### src/rtl/parity_pkg.sv
// rtl/parity_pkg.sv - shared FSM states and parity-mode constants for the parity serial link
// Purpose: types and constants common to the parity receiver and the parity transmitter.
// Ports: none (package).
package parity_pkg;

  typedef enum logic [1:0] {
    IDLE   = 2'd0,
    DATA   = 2'd1,
    PARITY = 2'd2,
    STOP   = 2'd3
  } state_e;

  localparam logic PAR_ODD  = 1'b1;
  localparam logic PAR_EVEN = 1'b0;

endpackage

### src/rtl/parity_acc.sv
// rtl/parity_acc.sv - running XOR accumulator with clear and enable
// Purpose: accumulates the XOR of the bits presented while en=1.
// Ports:
//   clk   in  clock, rising edge
//   rst_n in  synchronous active-low reset, clears acc
//   clr   in  clear acc to 0 (wins over en)
//   en    in  fold din into acc
//   din   in  bit to accumulate
//   acc   out running XOR
module parity_acc (
  input  logic clk,
  input  logic rst_n,
  input  logic clr,
  input  logic en,
  input  logic din,
  output logic acc
);

  logic acc_q;
  logic acc_d;

  always_comb begin
    acc_d = acc_q;
    if (clr) begin
      acc_d = 1'b0;
    end else if (en) begin
      acc_d = acc_q ^ din;
    end
  end

  always_ff @(posedge clk) begin
    if (!rst_n) begin
      acc_q <= 1'b0;
    end else begin
      acc_q <= acc_d;
    end
  end

  assign acc = acc_q;

endmodule

### src/rtl/parity_serial_rx.sv
// rtl/parity_serial_rx.sv - parity-framed serial receiver with one-entry valid/ready output buffer
// Purpose: deserializes start, DATA_W data bits (LSB first), parity and stop bits sampled on
// bit_en strobes, checks parity and stop bit, and holds the word with its error flags.
// Ports:
//   clk     in   clock, rising edge
//   rst_n   in   synchronous active-low reset
//   bit_en  in   bit strobe, sdi sampled only when 1
//   sdi     in   serial data, idle high
//   data    out  received word, valid while valid=1
//   par_err out  parity mismatch for data
//   frm_err out  stop bit was 0 for data
//   valid   out  output buffer occupied
//   ready   in   consumer accepts when valid && ready
//   ovr     out  one-cycle pulse: completed frame dropped because buffer was full
module parity_serial_rx
  import parity_pkg::*;
#(
  parameter int DATA_W = 8,
  parameter bit ODD    = 1'b1
) (
  input  logic              clk,
  input  logic              rst_n,
  input  logic              bit_en,
  input  logic              sdi,
  output logic [DATA_W-1:0] data,
  output logic              par_err,
  output logic              frm_err,
  output logic              valid,
  input  logic              ready,
  output logic              ovr
);

  localparam int CNT_W = $clog2(DATA_W + 1);

  state_e              state_q, state_d;
  logic [CNT_W-1:0]    cnt_q, cnt_d;
  logic [DATA_W-1:0]   shift_q, shift_d;
  logic [DATA_W-1:0]   data_q, data_d;
  logic                par_err_q, par_err_d;
  logic                frm_err_q, frm_err_d;
  logic                valid_q, valid_d;
  logic                ovr_q, ovr_d;

  logic                acc_clr;
  logic                acc_en;
  logic                acc;
  logic                complete;

  parity_acc u_acc (
    .clk   (clk),
    .rst_n (rst_n),
    .clr   (acc_clr),
    .en    (acc_en),
    .din   (sdi),
    .acc   (acc)
  );

  // Frame FSM: only strobed cycles advance.
  always_comb begin
    state_d  = state_q;
    cnt_d    = cnt_q;
    shift_d  = shift_q;
    acc_clr  = 1'b0;
    acc_en   = 1'b0;
    complete = 1'b0;
    if (bit_en) begin
      case (state_q)
        IDLE: begin
          if (!sdi) begin
            state_d = DATA;
            cnt_d   = '0;
            acc_clr = 1'b1;
          end
        end
        DATA: begin
          for (int i = 0; i < DATA_W; i++) begin
            if (cnt_q == CNT_W'(i)) begin
              shift_d[i] = sdi;
            end
          end
          acc_en = 1'b1;
          cnt_d  = cnt_q + 1'b1;
          if (cnt_q == CNT_W'(DATA_W - 1)) begin
            state_d = PARITY;
          end
        end
        PARITY: begin
          acc_en  = 1'b1;
          state_d = STOP;
        end
        STOP: begin
          complete = 1'b1;
          state_d  = IDLE;
        end
        default: state_d = IDLE;
      endcase
    end
  end

  // Output buffer: a completion may load in the same edge the old word is taken.
  always_comb begin
    data_d    = data_q;
    par_err_d = par_err_q;
    frm_err_d = frm_err_q;
    valid_d   = valid_q;
    ovr_d     = 1'b0;
    if (valid_q && ready) begin
      valid_d = 1'b0;
    end
    if (complete) begin
      if (!valid_q || ready) begin
        data_d    = shift_q;
        par_err_d = (acc != ODD);
        frm_err_d = !sdi;
        valid_d   = 1'b1;
      end else begin
        ovr_d = 1'b1;
      end
    end
  end

  always_ff @(posedge clk) begin
    if (!rst_n) begin
      state_q   <= IDLE;
      cnt_q     <= '0;
      shift_q   <= '0;
      data_q    <= '0;
      par_err_q <= 1'b0;
      frm_err_q <= 1'b0;
      valid_q   <= 1'b0;
      ovr_q     <= 1'b0;
    end else begin
      state_q   <= state_d;
      cnt_q     <= cnt_d;
      shift_q   <= shift_d;
      data_q    <= data_d;
      par_err_q <= par_err_d;
      frm_err_q <= frm_err_d;
      valid_q   <= valid_d;
      ovr_q     <= ovr_d;
    end
  end

  assign data    = data_q;
  assign par_err = par_err_q;
  assign frm_err = frm_err_q;
  assign valid   = valid_q;
  assign ovr     = ovr_q;

endmodule

### config.mk
export PLATFORM = sky130hd
export DESIGN_NAME = parity_serial_rx
export DESIGN_NICKNAME = d
export VERILOG_FILES = /design/src/rtl/parity_pkg.sv /design/src/rtl/parity_acc.sv /design/src/rtl/parity_serial_rx.sv
export SDC_FILE = /design/constraint.sdc
export NUM_CORES = 1
export LEC_CHECK = 0
export CORE_MARGIN = 2
export CORE_UTILIZATION = 48
export CTS_BUF_LIST = sky130_fd_sc_hd__clkbuf_16
export CTS_CLUSTER_DIAMETER = 30
export DETAILED_ROUTE_END_ITERATION = 8
export HOLD_SLACK_MARGIN = 0.12
export PLACE_DENSITY = 0.76
export SLEW_MARGIN = 20
export SYNTH_ARGS = -nofsm -noshare
export SYNTH_HDL_FRONTEND = slang
export SYNTH_SLANG_ARGS = --single-unit
### constraint.sdc
create_clock -name clk -period 1.9 [get_ports clk]
set_clock_uncertainty 0.2 [all_clocks]
set_input_delay 0.285 -clock clk [delete_from_list [all_inputs] [get_ports clk]]
set_output_delay 0.285 -clock clk [all_outputs]
set_load 0.02 [all_outputs]
# [Word-level counts from Yosys, hierarchy flattened]
# Index checks and enable logic that the tools add are counted.
[word_totals] ff_bits=27 output_inout_bits=12 elab_cells=69
[op_classes] addsub=1 eq_ne=12 muxes=16 bitwise_logic=3 reduce_logical=21
[op_table] cell="$reduce_and 3->1" n=10
[op_table] cell="$eq 4x3->1 const B" n=4
[op_table] cell="$mux 1" n=11
[op_table] cell="$eq 4x2->1 const B" n=2
[op_table] cell="$pmux 2 s4" n=1
[op_table] cell="$pmux 4 s2" n=1
[op_table] cell="$add 4x1->4 const B" n=1
[op_table] cell="$eq 2x2->1 const B" n=2
[op_table] cell="$eq 4x1->1 const B" n=1
[op_table] cell="$logic_not 4->1" n=1
[op_table] cell="$mux 2" n=2
[op_table] cell="$mux 4" n=1
[op_table] cell="$ne 2x2->1 const B" n=2
[op_table] cell="$reduce_and 2->1" n=2
[op_table] cell="$reduce_or 2->1" n=2
[op_table] cell="$eq 2x1->1 const B" n=1
[op_table] cell="$logic_not 1->1" n=2
[op_table] cell="$logic_not 2->1" n=1
[op_table] cell="$not 1->1" n=2
[op_table] cell="$reduce_bool 2->1" n=1
[op_table] cell="$logic_and 1x1->1" n=1
[op_table] cell="$logic_or 1x1->1" n=1
[op_table] cell="$xor 1x1->1" n=1

# [Depth between registers and ports, before layout]
# Gate-level depths: netlist of run 1.
[logic_depth] word_depth=4 depth_mapped=5 depth_no_buf=5

# [Hierarchy]
# From an unflattened synthesis of run 1, not the netlist that was laid out.
[hier_totals] cells_unflattened=140 hier_area_um2=1275.0
[modules_own_cells] mod="parity_serial_rx" n_inst=1 cells_each=135 area_each_um2=1222.4 seq_area_each_um2=520.5
[modules_own_cells] mod="parity_acc" n_inst=1 cells_each=5 area_each_um2=52.6 seq_area_each_um2=20.0

# [Worst setup path before layout of run 1]
# No wires, ideal clock.
[synth_path] path_kind="register -> register" from="reg state_q[0]" to="reg cnt_q[3]" setup_time_ps=70 t_arrival_ps=1524 required_ps=1630 slack_ps=106 stages_incl_launch_ff=6 path_cell_list="dfxtp_1 > inv_1 > ha_1 > a21bo_4 > or4_1 > a21oi_1"
[synth_between] elab_chain_len=3 word_cells_on_any_way=6
[synth_rtl] element="start: declaration" line_no="parity_serial_rx.sv:35" text="state_e state_q, state_d;"
[synth_rtl] element="start signal: assignment" line_no="parity_serial_rx.sv:133" text="state_q <= state_d;"
[synth_rtl] element="$eq 2x1->1 or $logic_not 2->1 (tied branches)" line_no="parity_serial_rx.sv:67" text="case (state_q)"
[synth_rtl] element="$reduce_bool 2->1 (no line) or $ne 2x2->1 (tied branches)"
[synth_rtl] element="$reduce_and 3->1 (no line)"
[synth_rtl] element="end signal: assignment" line_no="parity_serial_rx.sv:134" text="cnt_q <= cnt_d;"
[synth_rtl] element="end: declaration" line_no="parity_serial_rx.sv:36" text="logic [CNT_W-1:0] cnt_q, cnt_d;"
# Several ways; a longest one is shown, not always the timed one.
# A chain may end at the register's enable or synchronous reset.

# [Worst setup path in the final report of run 1]
[layout_path] from="reg state_q[1]" to="reg cnt_q[2]"
# The elaborated chain is that of the path after synthesis.

==> out/qor.yml, run 1 <==
p_per_area_nw_per_um2: 773
routed_wl_um: 2660
vias: 1081
clock_latency_ns: 0.26
cts-root-buf: "clkbuf_16"
synth-edff-count: 0
core-area_um2: 2480
start_kind: "flip-flop"
startpoint: "state_q[1]$_SDFFE_PN0P_"
synth_top_cell_by_area: "dfxtp_1"
r2r-start: "state_q[1]$_SDFFE_PN0P_"
worst_pin_slew_ns: 0.468
grt_pass1_wl_um: 4210
internal-power_mw: 0.927
critical_path_depth: 5
fin_util: 0.637
worst_r2r_path_depth: 5
async_flop_share: 0
start_util: 0.508
cts_setup_buffers: 0
power_mw: 1.22
p_sw_frac: 0.239
tns_ns: 0
num_rows: 18
crit_family: "simple AND/OR/NAND/NOR gates"
syn_avg_cell_area_um2: 8.79
vias_per_cell: 5.52
seq_area_frac_synth: 0.430
yosysTopAreaCellShare: 0.430
die_x_um: 55.2
critPathSlowestCell: "or4_1"
holdCritPathClass: "reg -> reg"
syn_to_final_growth_pct: 25.5
drive_above_1_share: 0.108
grt_max_degree: 17
grt.total_usage: 0.194
cts-resized-gates: 0
p_seq_frac: 0.479
die_h_um: 55.2
worst_ep_arrival_time_ns: 1.81
clkSinkCount: 27
syn-instance-count: 143
syn-num-nets: 157
numCtsBuffers: 3
crit_path_end: "cnt_q[2]$_SDFFE_PN0P_"
overflow: 0
synth_ff_type: "dfxtp_1"
io_buffers: 16
yosys-top-cells-area: "dfxtp_1 43%, ha_1 9.0%, mux2i_1 8.0%"
post-route-period-util: 0.959
drv_slew: 0
drc: 0
irDropWorstVdd_uv: 502
cts.clk_slew.worst_paths_ns: 0.07
ys_ff_latch: 27
dieArea_um2: 3050
rrSetupSlack_ns: 0.08
io_pins: 17
gp_congestion: 0.706
crit_type: "reg -> reg"
slew_headroom: 0.688
ant_nets: 0
p_leak_nw: 0.615
cp-end-kind: "flip-flop"
htree_levels: 1
fmax_mhz: 549
clock_path_buffers: 2
crit_required_ns: 1.89
rsz0062_at_grt: "false"
fin_crit_ns: 1.82
status: "complete, no violations"
diodes: 0
setup_viol: 0
p_comb_frac: 0.122
path_buf_inv: 1
dp_hpwl_um: 1930
hold_viol: 0
syn-cell-area_um2: 1260
p_sw_mw: 0.292
drtIter0Drc: 33
drtPass1Iterations: 4
synth_warnings: 0
cpPeakStageDelay_ns: 0.47
path_max_fanout: 4
cap_violations: 0
crit_chain: "inv_1 -> ha_1 -> a21bo_4 -> or4_1 -> a21oi_1"
holdBufCountCts: 0
grt_pass1_vias: 1001
cts_tree: "yes"
final_nets: 181
clkPwrFrac: 0.400
ys_types: 26
reg2reg_to: "cnt_q[2]$_SDFFE_PN0P_"
antenna_found_initial: 0
wl_per_cell_um: 13.5
[worst min path at each step]
stage	start	endpoint	depth (start not counted)
4_1_cts	shift_q[1]$_SDFFE_PN0P_	data[1]$_SDFFE_PN0P_	2
3_5_place_dp	shift_q[1]$_SDFFE_PN0P_	shift_q[1]$_SDFFE_PN0P_	2
6_report	shift_q[1]$_SDFFE_PN0P_	shift_q[1]$_SDFFE_PN0P_	2
5_1_grt	shift_q[1]$_SDFFE_PN0P_	shift_q[1]$_SDFFE_PN0P_	2
3_3_place_gp	shift_q[1]$_SDFFE_PN0P_	shift_q[1]$_SDFFE_PN0P_	2
2_1_floorplan	sdi	frm_err$_SDFFE_PN0P_	1
[power by group through the flow]
stage / Clock [mW] / Combinational (mW) / Sequential, mW
2_1_floorplan: 0 / 0.0884 / 0.597
3_3_place_gp: 0 / 0.138 / 0.596
3_5_place_dp: 0 / 0.144 / 0.597
4_1_cts: 0.494 / 0.148 / 0.583
5_1_grt: 0.508 / 0.165 / 0.584
6_report: 0.487 / 0.148 / 0.583
[Yosys cell counts (2+ instances only)]
master	instances
inv_1	6
o21ai_0	14
nand3_1	9
ha_1	9
nor2b_1	2
nand2_1	24
clkbuf_1	5
o31ai_1	3
nand4_1	2
a21oi_1	17
dfxtp_1	27
or4_1	2
mux2i_1	10
[final cells by class]
| class | instances | area (um2) |
|---|---|---|
| multi-input combinational | 103 | 659 |
| tap | 30 | 37.5 |
| clock inverter | 1 | 7.51 |
| inverter | 6 | 22.5 |
| timing repair buffer | 26 | 235 |
| clock buffer | 3 | 75.1 |
| sequential | 27 | 541 |
| fill | 231 | 900 |
[layer usage]
| layer | global-route usage | wire length (um) | up-vias | share of wire |
|---|---|---|---|---|
| met5 | 0 | 0 | - | 0 |
| met3 | 0.0323 | 60 | 4 | 0.023 |
| met2 | 0.355 | 1370 | 14 | 0.51 |
| li1 | - | - | 547 | - |
| met4 | 0.0772 | 28 | 0 | 0.011 |
| met1 | 0.222 | 1200 | 516 | 0.45 |
[worst register-to-register path, cell delays in order, from the launching register on]
cell and delay, ns:
dfxtp_1 0.37, inv_1 0.09, ha_1 0.22, a21bo_4 0.23
or4_1 0.47, a21oi_1 0.17
[registers in the layout, indices dropped and copies added, names as in the netlist]
name,cells
par_err,1
shift_q,8
valid,1
ovr,1
data,8
state_q,2
u_acc.acc,1
frm_err,1
cnt_q,4
[kinds of logic after synthesis]
| family | synth area share |
|---|---|
| AOI/OAI and AO/OA | 0.161 |
| adders and majority gates | 0.0896 |
| buffers and inverters | 0.0458 |
| DFF | 0.430 |
| muxes | 0.0796 |
| and+or+nand+nor | 0.194 |
[cells in the final DEF, fill, tap and decap left out]
master,instances
and4bb_2,1
nand2_1,24
clkbuf_16,3
a21oi_1,17
o21ai_0,14
nand3b_1,1
and2_2,1
a21bo_4,1
nor2_1,1
clkdlybuf4s50_1,16
or3_1,1
ha_1,9
and4b_1,1
mux2i_1,10
clkinvlp_4,1
a311oi_1,1
nor3_1,1
o31ai_1,3
nor2b_1,2
nand4_1,2
inv_1,6
nand2b_1,1
dfxtp_1,27
buf_4,10
or4_1,2
and3b_2,1
nand3_1,9
[metrics by stage]
| step | std cells | worst slack (ns) | hold slack (ns) | area [um2] |
|---|---|---|---|---|
| floorplan | 143 | 0.106 | 0.195 | 1260 |
| global placement | 192 | 0.0118 | 0.255 | 1500 |
| detailed placement | 192 | -0.0383 | 0.259 | 1500 |
| CTS | 196 | 0.0528 | 0.269 | 1580 |
| global route | 196 | 0.0114 | 0.285 | 1580 |
| finish | 196 | 0.0774 | 0.268 | 1580 |
(Power assumes the default switching activity.)
==> run 2, diff against run 1 <==
--- a/config.mk
+++ b/config.mk
@@ -6,12 +6,12 @@
 export NUM_CORES = 1
 export LEC_CHECK = 0
 export CORE_MARGIN = 2
-export CORE_UTILIZATION = 48
+export CORE_UTILIZATION = 30
 export CTS_BUF_LIST = sky130_fd_sc_hd__clkbuf_16
 export CTS_CLUSTER_DIAMETER = 30
 export DETAILED_ROUTE_END_ITERATION = 8
 export HOLD_SLACK_MARGIN = 0.12
-export PLACE_DENSITY = 0.76
+export PLACE_DENSITY = 0.53
 export SLEW_MARGIN = 20
 export SYNTH_ARGS = -nofsm -noshare
 export SYNTH_HDL_FRONTEND = slang
==> run 2 against run 1 <==
Global-route usage fell by 6.8 points. Power fell by 0.85%. Worst hold slack got worse by 0.0032 ns. Critical path depth did not move. Clock power fell by 3%. Fmax rose by 1.3%. Final cell count rose by 11%. Sequential share of layout area fell by 0.64 points.
==> out/qor.yml, run 2 (synthesis results as in run 1) <==
fillers: 420
wl_met1_um: 1330
drive_above_1_share: 0.126
dpl_worst_slack_ns: -0.0348
p_per_area_nw_per_um2: 750
final_cell_mix: "26 x dfxtp_1, 24 x nand2_1, 17 x a21oi_1, 16 x clkdlybuf4s50_1, 14 x o21ai_0"
post-route-period-util: 0.947
worst_ep_arrival_time_ns: 1.79
dr.max_layer_used: "met4"
numCtsBuffers: 3
ant_nets: 0
cts_setup_buffers: 0
crit_type: "reg -> reg"
vias: 1049
dp_hpwl_um: 2120
start_util: 0.312
grt.total_usage: 0.126
drtIter0Drc: 47
wl_met2_um: 1330
cap_violations: 0
p_leak_nw: 0.622
wl_per_cell_um: 12.6
cts-resized-gates: 0
path_max_fanout: 4
dieArea_um2: 4730
rsz0062_at_grt: "false"
grt_max_degree: 16
rrSetupSlack_ns: 0.10
worst_pin_slew_ns: 0.562
tns_ns: 0
min-delay-start: "shift_q[6]$_SDFFE_PN0P_"
slew_headroom: 0.624
fmax_mhz: 556
final_nets: 182
cts-root-buf: "clkbuf_16"
clkSinkCount: 27
wl_met3_um: 65
drtPass1Iterations: 4
core-area_um2: 4030
setup_viol: 0
io_pins: 17
start_kind: "flip-flop"
grt_pass1_vias: 1030
io_buffers: 16
crit_required_ns: 1.89
hold_viol: 0
fin_crit_ns: 1.80
clock_path_buffers: 2
vias_per_cell: 4.83
gp_congestion: 0.728
holdCritPathClass: "reg -> reg"
diodes: 0
worst_r2r_path_depth: 5
hold_depth: 2
power_mw: 1.21
drc: 0
htree_levels: 1
grt_pass1_wl_um: 4530
cp-end-kind: "flip-flop"
status: "complete, no violations"
holdBufCountCts: 0
r2r-start: "state_q[1]$_SDFFE_PN0P_"
die_h_um: 68.7
syn_to_final_growth_pct: 28.2
worst_slack_ns: 0.101
routed_wl_um: 2740
clock_latency_ns: 0.26
reg2reg_to: "cnt_q[3]$_SDFFE_PN0P_"
fin_util: 0.400
layout_commonest_cell: "dfxtp_1"
drv_slew: 0
antenna_found_initial: 0
overflow: 0
min_delay_worst_endpoint: "shift_q[6]$_SDFFE_PN0P_"
cts.clk_slew.worst_paths_ns: 0.07
die_x_um: 68.7
num_rows: 23
timing.hold.ws_ns: 0.265
irDropWorstVdd_uv: 388
cts_tree: "yes"
## run 2: cell count changes in the layout (fill, tap and decap cells not counted)
cell / previous run / this run
ha_2: 0 / 1
clkinv_2: 0 / 1
buf_4: 10 / 11
dfxtp_1: 27 / 26
clkinvlp_4: 1 / 0
ha_1: 9 / 8
dfxtp_2: 0 / 1
## run 2: critical path, cell delays in order (launching register included)
cell     delay, ns
dfxtp_2       0.35
inv_1         0.09
ha_1          0.21
a21bo_4       0.22
or4_1         0.50
a21oi_1       0.16
## run 2: layout make-up
| type | count | area, um2 | share of cell area |
|---|---|---|---|
| Multi-Input combinational cell | 103 | 662 | 0.411 |
| Clock buffer | 3 | 75.1 | 0.0466 |
| Tap cell | 50 | 62.6 | 0.0388 |
| Clock inverter | 1 | 5.00 | 0.00311 |
| Sequential cell | 27 | 542 | 0.336 |
| Timing Repair Buffer | 27 | 243 | 0.151 |
| Inverter | 6 | 22.5 | 0.0140 |
## run 2: how the worst max path moves through the flow
| stage | from | endpoint | slack, ns | depth (start not counted) |
|---|---|---|---|---|
| 2_1_floorplan | state_q[0]$_SDFFE_PN0P_ | cnt_q[3]$_SDFFE_PN0P_ | 0.11 | 5 |
| 3_3_place_gp | bit_en | cnt_q[3]$_SDFFE_PN0P_ | 0.01 | 4 |
| 3_5_place_dp | bit_en | cnt_q[3]$_SDFFE_PN0P_ | -0.03 | 4 |
| 4_1_cts | state_q[1]$_SDFFE_PN0P_ | cnt_q[3]$_SDFFE_PN0P_ | 0.06 | 5 |
| 5_1_grt | state_q[1]$_SDFFE_PN0P_ | cnt_q[3]$_SDFFE_PN0P_ | 0.04 | 5 |
| 6_report | state_q[1]$_SDFFE_PN0P_ | cnt_q[3]$_SDFFE_PN0P_ | 0.10 | 5 |
## run 2: per-layer routing
metal / vias to the layer above / GRT usage
li1: 549 / -
met2: 9 / 0.219
met4: 0 / 0.0221
met3: 2 / 0.0341
met1: 489 / 0.158
met5: - / 0
## run 2: stage by stage
step           instances  cell area (um2)
6_report             217             1610
5_1_grt              217             1610
4_1_cts              217             1610
3_5_place_dp         213             1530
3_3_place_gp         213             1530
2_1_floorplan        143             1260
## run 2: power breakdown
part           leakage, nW  switching, mW  internal (mW)  total [mW]
clock               0.0409          0.190          0.284       0.474
combinational        0.363         0.0825         0.0676       0.150
sequential           0.218        0.00787          0.577       0.585
